--- src/rtl/bbs_mod_reduce.sv ---
// bbs_mod_reduce: restoring shift-subtract product mod modulus; define BBS_MOD_RADIX4_EN for two bits per cycle
module bbs_mod_reduce #(
  parameter int PW = 256,
  parameter int MW = 128
) (
  input  logic          clk,
  input  logic          rst,
  input  logic          start,
  input  logic [PW-1:0] product,
  input  logic [MW-1:0] modulus,
  output logic [MW-1:0] remainder,
  output logic          done,
  output logic          busy,
  output logic          err
);
  localparam logic [0:0] IDLE = 1'b0;
  localparam logic [0:0] RUN  = 1'b1;
`ifdef BBS_MOD_RADIX4_EN
  localparam int ST = 2;
`else
  localparam int ST = 1;
`endif
  localparam int CW = $clog2(PW + 1);
  logic [0:0]    state;
  logic [PW-1:0] p;
  logic [MW:0]   r;
  logic [MW-1:0] m;
  logic [CW-1:0] cnt;
  logic [MW:0]   r_nxt;
  logic [PW-1:0] p_nxt;
  function automatic logic [MW:0] bit_step(input logic [MW:0] ri, input logic b, input logic [MW-1:0] mi);
    logic [MW:0] rs;
    rs = {ri[MW-1:0], b};
    return rs >= {1'b0, mi} ? rs - {1'b0, mi} : rs;
  endfunction
  // bit steps consumed this cycle, each with its own conditional subtract
  always_comb begin
`ifdef BBS_MOD_RADIX4_EN
    r_nxt = bit_step(bit_step(r, p[PW-1], m), p[PW-2], m);
`else
    r_nxt = bit_step(r, p[PW-1], m);
`endif
    p_nxt = p << ST;
  end
  assign busy = state == RUN;
  // accept in IDLE, iterate in RUN, publish the remainder on the final step
  always_ff @(posedge clk) begin
    if (rst) begin
      state     <= IDLE;
      p         <= '0;
      r         <= '0;
      m         <= '0;
      cnt       <= '0;
      remainder <= '0;
      done      <= 1'b0;
      err       <= 1'b0;
    end else begin
      done <= 1'b0;
      err  <= 1'b0;
      if (state == IDLE) begin
        if (start && modulus == '0) begin
          remainder <= '0;
          done      <= 1'b1;
          err       <= 1'b1;
        end else if (start) begin
          p     <= product;
          m     <= modulus;
          r     <= '0;
          cnt   <= CW'(PW);
          state <= RUN;
        end
      end else begin
        r   <= r_nxt;
        p   <= p_nxt;
        cnt <= cnt - CW'(ST);
        if (cnt == CW'(ST)) begin
          remainder <= r_nxt[MW-1:0];
          done      <= 1'b1;
          state     <= IDLE;
        end
      end
    end
  end
endmodule

--- config.mk ---
export PLATFORM = sky130hd
export DESIGN_NAME = bbs_mod_reduce
export DESIGN_NICKNAME = d
export VERILOG_FILES = /design/src/rtl/bbs_mod_reduce.sv
export SDC_FILE = /design/constraint.sdc
export NUM_CORES = 2
export LEC_CHECK = 0
export ABC_AREA = 1
export CAP_MARGIN = 20
export CORE_AREA = 4 4 311 313
export CTS_BUF_LIST = sky130_fd_sc_hd__clkbuf_2
export DETAILED_ROUTE_END_ITERATION = 10
export DIE_AREA = 0 0 315 317
export GPL_ROUTABILITY_DRIVEN = 1
export GPL_TIMING_DRIVEN = 0
export PLACE_DENSITY = 0.67
export RECOVER_POWER = 25
export SYNTH_ARGS = -nofsm -noshare
export SYNTH_HDL_FRONTEND = slang
export SYNTH_SLANG_ARGS = --single-unit
--- constraint.sdc ---
create_clock -name clk -period 3.65 [get_ports clk]
set_clock_uncertainty 0.2 [all_clocks]
set_input_delay 0.73 -clock clk [delete_from_list [all_inputs] [get_ports clk]]
set_output_delay 0.73 -clock clk [all_outputs]
set_load 0.02 [all_outputs]
==> summary.md <==
| Metric | Value |
|---|---|
| Outcome | finished with violations |
| Failing checks | negative setup slack |
| Post-DR wirelength/cell | 20.1 um |
| Hold Crit Endpoint | p[75]$_SDFFE_PP0P_ |
| Tightest Pin Transition | 1200 ps |
| Max-slew violations | 0 |
| RSZ-0062 raised after global routing | no |
| Maxcap violations | 0 |
| Hold Startpoint | product[75] |
| Lkg Pwr | 27.2 nW |
| Synth cell types | 42 |
| Port Buf Inserts | 515 |
| Design Area, Final | 55200 um2 |
| CP top delay family | buffers and inverters |
| Post-synth EDFFs | 0 |
| Post-route setup TNS | -5470 ps |
| Post-DP HPWL | 152000 um |
| CP max FO | 11 |
| Maximum vdd drop | 318 uV |
| CP endpoint kind | flop |
| Async set or reset register ratio after synthesis | 0% |
| Number of clock sinks | 652 |
| Initial DRT Pass Iterations | 6 |
| Pin count of the biggest net entering global routing | 17 |
| Min Clock Period, post-route | 3790 ps |
| Mean Syn Cell Area | 5.96 um2 |
| GRT Total Usage | 37.1% |
| Max incr delay on CP | 580 ps |
| Total power draw | 0.0265 W |
| Final Net Count | 8702 |
| Final core utilization | 58.6% |
| Synth Warn # | 0 |
| Comb pwr share | 50.0% |
| Starting Density | 44.6% |
| Seq/Total Area, Yosys | 31.0% |
| CTS tree | done |
| Critical Path RT | 4750 ps |
| First-pass GRT wire length | 282000 um |
| Largest cells by area after synthesis | dfxtp_1 (31%), nand2_1 (21%), inv_1 (10%), nand3_1 (7.2%), a21oi_1 (6.3%) |
| Die Wd | 315 um |
| P_sw | 0.0126 W |
| RR Endpoint | r[98]$_SDFFE_PP0P_ |
| CP Class | in -> reg |
| Fmax achieved | 0.264 GHz |
| Seq cells post-synth | 652 |
| Hold Path Depth | 6 |
| Yosys top cell by area | dfxtp_1 |
| Switching share of total power | 47.5% |
| Vias/cell | 5.23 |
| Drt initial violations | 4119 |
| Buffers & Inverters on Critical Path | 5 |
| Post-route ant nets | 0 |
| WP data arrival | 4890 ps |
| Total length of routed wires | 193000 um |
| Vias post-DR | 50100 |
| Io pins | 518 |
| Clock tree buffer depth | 3 |
| Total die area | 99900 um2 |
| Vias in the first global route | 48100 |
| Slew HR | 19.9% |
| CORE AREA | 94300 um2 |
| H-tree levels | 4 |
| Grt total ovfl | 0 |
| Layout cells sized above 1 | 6.09% |
| Final setup fails | 87 |
| Post-layout worst setup margin | -143 ps |
| Mapped cell area | 42100 um2 |
| Reg2reg path depth | 15 |
| Clk pwr share | 19.4% |
| Final period util | 104% |
| Flop pwr share | 30.5% |
| Number of core rows | 113 |
| Number of buffers created by CTS | 169 |
| Internal power | 0.0139 W |
| Post-DP Area | 48900 um2 |
| Net Count, Synth | 7573 |
| Die H | 317 um |
| P per Cell Area | 481 nW/um2 |
| CP cell instances | dlygate4sd3_1, clkdlybuf4s50_1, nor4_1, nand4_1, nor2_1, nand2_1, nor2_1, nand2_1, nand3_1, buf_2, clkbuf_4, buf_2, a21oi_1 |
| Critical path startpoint category | input pin |
| Worst-path clk slew | 100 ps |
| GP Congestion | 1.06 |
| Root Driver | clkbuf_2 |
| Worst skew pair latency | 1530 ps |
| Initial antenna violation count | 17 |
| Area growth, synth to finish | 31.2% |
| Cell with the most instances after synthesis | nand2_1 |
| Residual DRC count | 0 |
| Reg2Reg Setup Slack | -20 ps |
| Synth Flop Type | dfxtp_1 |
| Fin. Hold Viols | 0 |
| Hold Crit Class | in -> reg |
| Slowest-stage cell, CP | buf_2 |
| Yosys top cell area share | 31.0% |
| Mapped Cells | 7055 |
| Top cells by count, synth | nand2_1 (2373), inv_1 (1170), dfxtp_1 (652) |
| Worst r2r src | p[255]$_SDFFE_PP0P_ |
power groups by stage:
stage / clock network [W] / logic, W / registers (W)
5_1_grt: 0.00563 / 0.0143 / 0.00817
4_1_cts: 0.00526 / 0.0128 / 0.00809
3_5_place_dp: 0 / 0.0122 / 0.00825
2_1_floorplan: 0 / 0.00741 / 0.00836
6_report: 0.00516 / 0.0133 / 0.00811
3_3_place_gp: 0 / 0.0121 / 0.00823
metrics by stage:
stage / hold slack (ps) / worst slack [ps] / std cells
after floorplan: 227 / 1010 / 7055
after global placement: 246 / -1870 / 8835
after detailed placement: 245 / -1870 / 8839
after CTS: 37.2 / 0.0755 / 9555
after global routing: 158 / 0.298 / 9570
final: 240 / -143 / 9584
worst max-delay path by stage:
stage	startpoint	endpoint	slack, ps	cells past startpoint
after CTS	m[87]$_SDFFE_PP0P_	remainder[92]$_SDFFE_PP0P_	0.08	18
after detailed placement	modulus[63]	busy$_SDFF_PP0_	-1870	12
after floorplan	modulus[71]	remainder[61]$_SDFFE_PP0P_	1010	13
after global routing	m[40]$_SDFFE_PP0P_	remainder[106]$_SDFFE_PP0P_	0.3	16
final	modulus[27]	busy$_SDFF_PP0_	-140	13
after global placement	modulus[63]	busy$_SDFF_PP0_	-1870	12
worst register-to-register path: cells and delay by family (launching register included):
kind | cells | cell delay (ps)
simple gates | 11 | 2140
fa+ha+maj | 2 | 680
flops | 1 | 350
buf+inv | 1 | 130
compound gates | 1 | 70
cell usage in the layout (no fill, tap or decap), types with 51 or more instances in the layout:
master,n
nand2_1,2356
inv_1,1170
dfxtp_1,651
nand3_1,586
a21oi_1,525
clkdlybuf4s50_1,506
dlygate4sd3_1,435
nand4_1,379
nor2_1,310
clkbuf_2,256
clkbuf_1,225
o21ai_0,224
ha_1,109
nand3b_1,60
xnor2_1,51
layout make-up:
cell class | count | area [um2]
well taps | 1265 | 1580
repair buffers | 958 | 9600
multi-input cells | 4856 | 23400
flip-flops and latches | 652 | 13100
inverters | 1200 | 4500
diodes | 27 | 67.6
plain buffers | 347 | 1560
clock buffers | 232 | 1160
clock inverters | 47 | 300
fillers | 9311 | 39100
layer usage:
layer  track usage, %  up-vias  part of all wire [%]
met4             20.2        2                   6.3
met2             63.3     1993                    47
met3             7.08      485                   6.7
li1                 -    24700                     -
met1             43.9    22900                    40
met5                0        -                0.0062
kinds of logic (layout without fill, tap and decap cells):
kind of cell	count (synthesis)	count (layout)	share of synthesized area (%)
adder cells (fa/ha/maj)	131	131	3.91
AO/OA/AOI/OAI	807	807	9.86
AND/OR/NAND/NOR	3863	3863	39.7
buffers and inverters	1547	2784	14.3
other	0	27	0
XOR/XNOR	55	55	1.14
flip-flops	652	652	31.0
sequential cells by signal, indices dropped and copies added (netlist names):
signal	flops
cnt	9
busy	1
err	1
r	128
remainder	128
m	128
p	256
done	1
what timing repair did:
action,CTS,global route
pin swaps,3,1
gates cloned,0,0
gates resized for setup,67,71
hold buffers,435,0
setup endpoints to repair,336,292
hold endpoints to repair,434,0
buffers inserted,2,2
Note: power is estimated with default switching activity, not from simulation.
